`config.mk`:
```
export PLATFORM = sky130hd
export DESIGN_NAME = matmul
export DESIGN_NICKNAME = d
export VERILOG_FILES = /design/src/rtl/matmul.sv
export SDC_FILE = /design/constraint.sdc
export NUM_CORES = 2
export LEC_CHECK = 0
export CAP_MARGIN = 5
export CORE_UTILIZATION = 58
export CTS_CLUSTER_DIAMETER = 60
export CTS_CLUSTER_SIZE = 14
export DETAILED_ROUTE_END_ITERATION = 10
export PLACE_DENSITY = 0.79
export SETUP_SLACK_MARGIN = 0.15
export SYNTH_ARGS = -nofsm -noshare
export SYNTH_HDL_FRONTEND = slang
export SYNTH_SLANG_ARGS = --single-unit
export TNS_END_PERCENT = 10
```
`constraint.sdc`:
```
create_clock -name clk -period 8.8 [get_ports clk]
set_input_delay 1.32 -clock clk [delete_from_list [all_inputs] [get_ports clk]]
set_output_delay 1.32 -clock clk [all_outputs]
set_load 0.01 [all_outputs]
```
`src/rtl/matmul.sv`:
```
// matmul: tiled signed fixed-point matrix multiply.
// A tiles stream once, row-major. Each held A tile (i,k) meets the B tiles
// (k,0..DB0-1); products accumulate per B tile column, and the last k of a
// tile row emits the cast output tile (i,j).
module matmul #(
  parameter int A_TOTAL_DIM0   = 4,
  parameter int A_TOTAL_DIM1   = 4,
  parameter int B_TOTAL_DIM0   = 4,
  parameter int B_TOTAL_DIM1   = 4,
  parameter int A_COMPUTE_DIM0 = 2,
  parameter int A_COMPUTE_DIM1 = 2,
  parameter int B_COMPUTE_DIM0 = 2,
  parameter int B_COMPUTE_DIM1 = 2,
  parameter int A_WIDTH        = 8,
  parameter int A_FRAC_WIDTH   = 0,
  parameter int B_WIDTH        = 8,
  parameter int B_FRAC_WIDTH   = 0,
  parameter int OUT_WIDTH      = 16,
  parameter int OUT_FRAC_WIDTH = 0
) (
  input  logic                        clk,
  input  logic                        rst,
  input  logic signed [A_WIDTH-1:0]   a_data [A_COMPUTE_DIM0*A_COMPUTE_DIM1],
  input  logic                        a_valid,
  output logic                        a_ready,
  input  logic signed [B_WIDTH-1:0]   b_data [B_COMPUTE_DIM0*B_COMPUTE_DIM1],
  input  logic                        b_valid,
  output logic                        b_ready,
  output logic signed [OUT_WIDTH-1:0] out_data [A_COMPUTE_DIM1*B_COMPUTE_DIM0],
  output logic                        out_valid,
  input  logic                        out_ready
);

  localparam int DA0    = A_TOTAL_DIM0 / A_COMPUTE_DIM0;
  localparam int DA1    = A_TOTAL_DIM1 / A_COMPUTE_DIM1;
  localparam int DB0    = B_TOTAL_DIM0 / B_COMPUTE_DIM0;
  localparam int A_N    = A_COMPUTE_DIM0 * A_COMPUTE_DIM1;
  localparam int O_N    = A_COMPUTE_DIM1 * B_COMPUTE_DIM0;
  localparam int ACC_W  = A_WIDTH + B_WIDTH + $clog2(A_TOTAL_DIM0);
  localparam int SHIFT  = A_FRAC_WIDTH + B_FRAC_WIDTH - OUT_FRAC_WIDTH;
  localparam int RSH    = (SHIFT > 0) ? SHIFT : 0;
  localparam int LSH    = (SHIFT < 0) ? -SHIFT : 0;
  localparam int CAST_W = ACC_W + LSH;
  localparam int SAT_W  = ((CAST_W > OUT_WIDTH) ? CAST_W : OUT_WIDTH) + 1;
  localparam int IW     = (DA1 > 1) ? $clog2(DA1) : 1;
  localparam int KW     = (DA0 > 1) ? $clog2(DA0) : 1;
  localparam int JW     = (DB0 > 1) ? $clog2(DB0) : 1;

  localparam logic signed [SAT_W-1:0] SAT_MAX = SAT_W'((64'sd1 <<< (OUT_WIDTH - 1)) - 64'sd1);
  localparam logic signed [SAT_W-1:0] SAT_MIN = SAT_W'(-(64'sd1 <<< (OUT_WIDTH - 1)));

  if ((A_TOTAL_DIM0 != B_TOTAL_DIM1) || (A_COMPUTE_DIM0 != B_COMPUTE_DIM1) ||
      (A_TOTAL_DIM0 % A_COMPUTE_DIM0 != 0) || (A_TOTAL_DIM1 % A_COMPUTE_DIM1 != 0) ||
      (B_TOTAL_DIM0 % B_COMPUTE_DIM0 != 0) || (B_TOTAL_DIM1 % B_COMPUTE_DIM1 != 0)) begin : g_bad_dims
    $fatal(1, "matmul: inconsistent matrix/tile dimensions");
  end

  typedef enum logic {
    S_LOAD_A,
    S_HOLD_A
  } state_e;

  state_e                   state_q, state_d;
  logic [IW-1:0]            i_q, i_d;
  logic [KW-1:0]            k_q, k_d;
  logic [JW-1:0]            j_q, j_d;
  logic signed [A_WIDTH-1:0] a_tile_q [A_N];
  logic signed [A_WIDTH-1:0] a_tile_d [A_N];
  logic signed [ACC_W-1:0]  acc_q [DB0][O_N];
  logic signed [ACC_W-1:0]  acc_d [DB0][O_N];
  logic signed [OUT_WIDTH-1:0] out_q [O_N];
  logic signed [OUT_WIDTH-1:0] out_d [O_N];
  logic                     out_valid_q, out_valid_d;
  logic signed [ACC_W-1:0]  prod [O_N];
  logic                     last_i, last_k, last_j;

  // Floor-shift to the output fraction, then clamp to the signed output range.
  function automatic logic signed [OUT_WIDTH-1:0] cast_out(input logic signed [ACC_W-1:0] x);
    logic signed [CAST_W-1:0] v;
    logic signed [SAT_W-1:0]  w;
    v = CAST_W'(x);
    v = (v >>> RSH) <<< LSH;
    w = SAT_W'(v);
    if (w > SAT_MAX) w = SAT_MAX;
    else if (w < SAT_MIN) w = SAT_MIN;
    return OUT_WIDTH'(w);
  endfunction

  // Full-precision product of the held A tile with the B tile on the bus.
  always_comb begin
    for (int unsigned e = 0; e < O_N; e++) prod[e] = '0;
    for (int unsigned r = 0; r < A_COMPUTE_DIM1; r++) begin
      for (int unsigned c = 0; c < B_COMPUTE_DIM0; c++) begin
        for (int unsigned m = 0; m < A_COMPUTE_DIM0; m++) begin
          prod[r*B_COMPUTE_DIM0+c] = prod[r*B_COMPUTE_DIM0+c] +
            ACC_W'(a_tile_q[r*A_COMPUTE_DIM0+m]) * ACC_W'(b_data[m*B_COMPUTE_DIM0+c]);
        end
      end
    end
  end

  // Handshakes, tile counters, accumulate/emit and A-hold control.
  always_comb begin
    state_d     = state_q;
    i_d         = i_q;
    k_d         = k_q;
    j_d         = j_q;
    a_tile_d    = a_tile_q;
    acc_d       = acc_q;
    out_d       = out_q;
    out_valid_d = out_valid_q;
    last_i      = (i_q == IW'(DA1 - 1));
    last_k      = (k_q == KW'(DA0 - 1));
    last_j      = (j_q == JW'(DB0 - 1));
    a_ready     = rst && (state_q == S_LOAD_A);
    // Only the final k beat writes the output register, so only it waits for space.
    b_ready     = rst && (state_q == S_HOLD_A) && (!last_k || !out_valid_q || out_ready);

    if (out_valid_q && out_ready) out_valid_d = 1'b0;

    if (a_valid && a_ready) begin
      a_tile_d = a_data;
      state_d  = S_HOLD_A;
    end

    if (b_valid && b_ready) begin
      for (int unsigned j = 0; j < DB0; j++) begin
        if (j_q == JW'(j)) begin
          for (int unsigned e = 0; e < O_N; e++) begin
            if (last_k) begin
              out_d[e]    = cast_out(acc_q[j][e] + prod[e]);
              acc_d[j][e] = '0;
            end else begin
              acc_d[j][e] = acc_q[j][e] + prod[e];
            end
          end
        end
      end
      if (last_k) out_valid_d = 1'b1;
      if (last_j) begin
        j_d     = '0;
        state_d = S_LOAD_A;
        k_d     = last_k ? '0 : k_q + 1'b1;
        if (last_k) i_d = last_i ? '0 : i_q + 1'b1;
      end else begin
        j_d = j_q + 1'b1;
      end
    end
  end

  // State registers with synchronous active-low clear.
  always_ff @(posedge clk) begin
    if (!rst) begin
      state_q     <= S_LOAD_A;
      i_q         <= '0;
      k_q         <= '0;
      j_q         <= '0;
      out_valid_q <= 1'b0;
      for (int unsigned e = 0; e < A_N; e++) a_tile_q[e] <= '0;
      for (int unsigned e = 0; e < O_N; e++) out_q[e] <= '0;
      for (int unsigned j = 0; j < DB0; j++) begin
        for (int unsigned e = 0; e < O_N; e++) acc_q[j][e] <= '0;
      end
    end else begin
      state_q     <= state_d;
      i_q         <= i_d;
      k_q         <= k_d;
      j_q         <= j_d;
      out_valid_q <= out_valid_d;
      a_tile_q    <= a_tile_d;
      out_q       <= out_d;
      acc_q       <= acc_d;
    end
  end

  assign out_data  = out_q;
  assign out_valid = out_valid_q;

endmodule

```
# Yosys cells after proc, flatten, opt, wreduce, memory -nomap -nowiden
# Index checks and enable logic that the tools add are counted.
[totals]
romBits = 0
in_bits = 69
reg_bits = 244
word_cells = 114
latchBits = 0
ram_bits = 0
mem_count = 0
[op_classes]
magnitude_cmp = 16
add_sub_neg = 14
bitwise_logic = 2
mux = 42
n_shift = 0
reduce_logical = 12
multipliers = 8
eq_ne = 0
n_div = 0
[op_table]
columns = ["operator", "n"]
rows = [
  ["$mux W16", 24],
  ["$add A18 B17 Y18", 8],
  ["$gt A18 B16 Y1 const B", 8],
  ["$lt A18 B16 Y1 const B", 8],
  ["$mux W18", 8],
  ["$mul A8 B8 Y16", 8],
  ["$mux W64", 2],
  ["$add A16 B16 Y17", 4],
  ["$mux W1", 8],
  ["$logic_and A1 B1 Y1", 6],
  ["$reduce_and A2 Y1", 2],
  ["$add A1 B1 Y1 const B", 2],
  ["$logic_not A1 Y1", 2],
  ["$logic_or A1 B1 Y1", 2],
  ["$not A1 Y1", 2],
]

# Longest topological paths before layout
[depth]
ltp_word = 10
ltp_mapped = 36
mapped_depth_nobuf = 34

# Worst setup path after synthesis
# No wires, ideal clock.
[synth_path]
path_kind = "input port to flip-flop"
startpoint = "input b_data[17] (netlist name)"
endpoint = "register out_q, in the netlist out_data[34]"
setup_ns = 0.117
arrival_time_ns = 8.962
path_stages = 32
t_required_ns = 8.683
setup_slack_ns = -0.279
n_path_buf = 1
cell_sequence = "clkbuf_1 and2_1 fa_1 inv_1 fa_1 inv_1 fa_1 fa_1 fa_1 inv_1 fa_1 inv_1 ha_1 a21oi_1 o21bai_1 a21oi_1 o21bai_1 a2111oi_0 nor2_1 xnor2_1 ha_1 and3_1 a31o_2 or3_1 a21o_1 a31oi_1 xnor2_1 xor2_1 o21ai_1 a21oi_1 nor3_1 o22a_1"
[synth_via]
elab_chain_len = 10
elab_cells_between_ends = 16
[synth_lines]
columns = ["item", "line_no", "rtl"]
rows = [
  ["start, declared", "26", "input logic signed [B_WIDTH-1:0] b_data [B_COMPUTE_DIM0*B_COMPUTE_DIM1],"],
  ["$mul A8 B8 Y16 (*)", "96", "ACC_W'(a_tile_q[r*A_COMPUTE_DIM0+m]) * ACC_W'(b_data[m*B_COMPUTE_DIM0+c]);"],
  ["$add A16 B16 Y17 (*)", "95", "prod[r*B_COMPUTE_DIM0+c] = prod[r*B_COMPUTE_DIM0+c] +"],
  ["$add A18 B17 Y18", "131", "out_d[e] = cast_out(acc_q[j][e] + prod[e]);"],
  ["$lt A18 B16 Y1", "85", "else if (w < SAT_MIN) w = SAT_MIN;"],
  ["$mux W16", "85", ""],
  ["$mux W16", "84", "if (w > SAT_MAX) w = SAT_MAX;"],
  ["$mux W16", "130", "if (last_k) begin"],
  ["$mux W64", "128", "if (j_q == JW'(j)) begin"],
  ["$mux W16", "130", ""],
  ["$mux W64 (*)", "128", ""],
  ["end signal, assigned", "171", "out_q <= out_d;"],
  ["end, declared", "71", "logic signed [OUT_WIDTH-1:0] out_q [O_N];"],
]
# Every way passes the cells marked *; elsewhere a longest branch is shown, timed or not.
# A chain may end at the register's enable or synchronous reset.

# Worst setup path after layout
[layout_path]
startpoint = "input b_data[9] (netlist name)"
endpoint = "register out_q, in the netlist out_data[29]"
# The elaborated chain is that of the path after synthesis.

==> results.sh <==
export IMPL_outcome="finished, final reports clean"
export IMPL_synth_flop_cell="dfxtp_1"
export IMPL_period_share_pct=98.7
export IMPL_wl_per_cell_um=19.6
export IMPL_routed_via_density=5.77
export IMPL_ant_nets=0
export IMPL_tritoncts="done"
export IMPL_worstHoldStart="out_data[22]"
export IMPL_worstReg2RegStart="a_tile_q[10]"
export IMPL_clk_root_buffer_cell="clkbuf_16"
export IMPL_async_flop_share_pct=0
export IMPL_finalWirelength_mm=117
export IMPL_dieArea_um2=66200
export IMPL_syn_area_per_cell_um2=8.60
export IMPL_grt_pass1_vias=36000
export IMPL_period_minus_slack_ns=8.68
export IMPL_gr_usage_all_layers_pct=34.7
export IMPL_synth_edf_count=0
export IMPL_netlist_area_leader_share_pct=30.7
export IMPL_report_final_slew_viol_count=0
export IMPL_dr_pass1_iters=6
export IMPL_critPathMaxFanout=6
export IMPL_synthTopCellsByArea="fa_1 31%, dfxtp_1 13%, ha_1 12%, inv_1 7.6%, and2_1 4.9%"
export IMPL_grt_max_degree=74
export IMPL_clk_latency_ns=0.61
export IMPL_yosys_top_cells_count="769 x inv_1, 580 x fa_1, 393 x nand2_1"
export IMPL_cap_violations=0
export IMPL_syn_nets=5394
export IMPL_cts_hold_buf=0
export IMPL_hold_viol_final=0
export IMPL_critPathRequiredTime_ns=9.29
export IMPL_antenna_found_initial=4
export IMPL_drc=0
export IMPL_clkTransAtPathRegs_ns=0.07
export IMPL_rr_worst_depth=33
export IMPL_setup_slack_ns=0.116
export IMPL_synth_cell_types=89
export IMPL_drive_above_1_share_pct=19.8
export IMPL_setup_worst_path_start="b_data[9]"
export IMPL_die_w_um=257
export IMPL_tns_ns=0
export IMPL_ctsLongestPathBuffers=3
export IMPL_critical_path_max_stage_delay_ns=0.54
export IMPL_gp_congestion=0.957
export IMPL_drt_iter0_drc=2768
export IMPL_core_um2=64500
export IMPL_min_delay_path_depth=2
export IMPL_fmax_mhz=115
export IMPL_crit_type="input port to flip-flop"
export IMPL_hp_class="flip-flop to flip-flop"
export IMPL_syn_inst=4397
export IMPL_nets=6104
export IMPL_rows=93
export IMPL_h_tree_depth=1
export IMPL_cp_arrival_ns=9.17
export IMPL_io_buffers=135
export IMPL_post_place_ws_ns=-1.27
export IMPL_ys_seq_elements=244
export IMPL_yosysTopAreaCell="fa_1"
export IMPL_end_kind="flip-flop"
export IMPL_die_h_um=257
export IMPL_yosysWarnings=0
export IMPL_ys_seq_area_share_pct=12.9
export IMPL_relSlewSlack_pct=2.88
export IMPL_setup_viol_count_final=0
export IMPL_yosys_cell_count_top_type="inv_1"
export IMPL_start_kind="input port"
export IMPL_syn_area_um2=37800
export IMPL_syn_to_final_growth_pct=25.3
export IMPL_grt_overflow=0
export IMPL_clock_sinks=244
export IMPL_grt_pass1_wl_mm=184
export IMPL_vias=34500
export IMPL_place_hpwl_mm=91.2
export IMPL_slowest_stage="fa_1"
export IMPL_clock_skew_ns=0.0298
export IMPL_rsz0062_at_grt="true"
export IMPL_tightest_slew_ns=1.45
export IMPL_start_util_pct=58.7
export IMPL_num_io_pins=136
export IMPL_cts_buffers=29
export IMPL_path_common_cell="ha_1"
==> flip-flops by register name (all words and copies together), names as in the netlist <==
name and cells:
state_q 1, out_data 64, out_valid 1, k_q 1, j_q 1, acc_q 144, a_tile_q 32
==> per-layer routing <==
metal / routed length, um / track usage (%) / share of wire [%]
met1: 43700 / 42.4 / 37
met2: 57700 / 59.6 / 49
met3: 8430 / 4.59 / 7.2
met4: 7480 / 18.6 / 6.4
met5: 15 / 0 / 0.013
==> stage by stage <==
| step | instances | util (%) | hold WS [ns] | instance area, um^2 |
|---|---|---|---|---|
| 4_1_cts | 5967 | 72.2 | 0.458 | 46500 |
| 2_1_floorplan | 4397 | - | 0.427 | 38000 |
| 3_5_place_dp | 5870 | 69.3 | 0.449 | 44700 |
| 5_1_grt | 5987 | 73.5 | 0.484 | 47400 |
| 3_3_place_gp | 5870 | 69.3 | 0.439 | 44700 |
| 6_report | 5987 | 73.5 | 0.457 | 47400 |
==> critical path, delay by kind of cell <==
kind	cells	cell delay (ns)
and+or+nand+nor	5	0.60
AOI/OAI and AO/OA	13	2.91
adders and majority gates	8	2.56
xor gates and xnor gates	2	0.36
buffers and inverters	11	1.41
==> cell families after synthesis <==
| kind of cell | Yosys count | synth area share, % |
|---|---|---|
| buffers and inverters | 933 | 9.28 |
| AO/OA/AOI/OAI | 871 | 15.0 |
| XOR/XNOR | 220 | 5.28 |
| multiplexers | 2 | 0.0529 |
| AND/OR/NAND/NOR | 1199 | 15.3 |
| adder cells (fa/ha/maj) | 928 | 42.2 |
| flip-flops | 244 | 12.9 |
==> worst paths after layout <==
path | slack, ns | endpoint
worst max register to register | 0.23 | out_data[2]
worst min register to register | 0.46 | out_data[22]
worst max-delay path | 0.12 | out_data[29]
worst min-delay path | 0.46 | out_data[22]
==> cells in the final DEF, fill, tap and decap left out, types with 26 or more instances in the layout <==
cell type / count
nand2_1: 390
buf_4: 654
clkbuf_16: 29
a21oi_2: 26
a22o_1: 37
clkdlybuf4s50_1: 104
nor3_1: 63
xor2_1: 56
a21oi_1: 200
inv_1: 742
ha_1: 324
o21ai_0: 201
and2_1: 282
a22oi_1: 37
nor2_1: 258
fa_1: 570
nand2b_1: 38
buf_6: 43
dfxtp_1: 242
o21a_1: 35
a21o_1: 75
nor2b_1: 30
xnor2_1: 142
==> layout make-up <==
type / instances / area, um^2
antenna: 4 / 10.0
clock buffer: 33 / 751
clock inverter: 19 / 267
fill: 4569 / 17100
inverter: 771 / 2900
multi-input combinational: 3220 / 30600
sequential: 244 / 4890
tap: 855 / 1070
timing repair buffer: 841 / 6870
==> what timing repair did <==
action / 4_1_cts / 5_1_grt
pin swaps: 98 / 147
gates cloned: 1 / 1
buffers inserted: 44 / 15
gates resized for setup: 178 / 206
endpoints found under the setup margin: 67 / 67
Power is not shown: default switching activity piles up to over one toggle a cycle in this logic, so the estimate is an artifact.
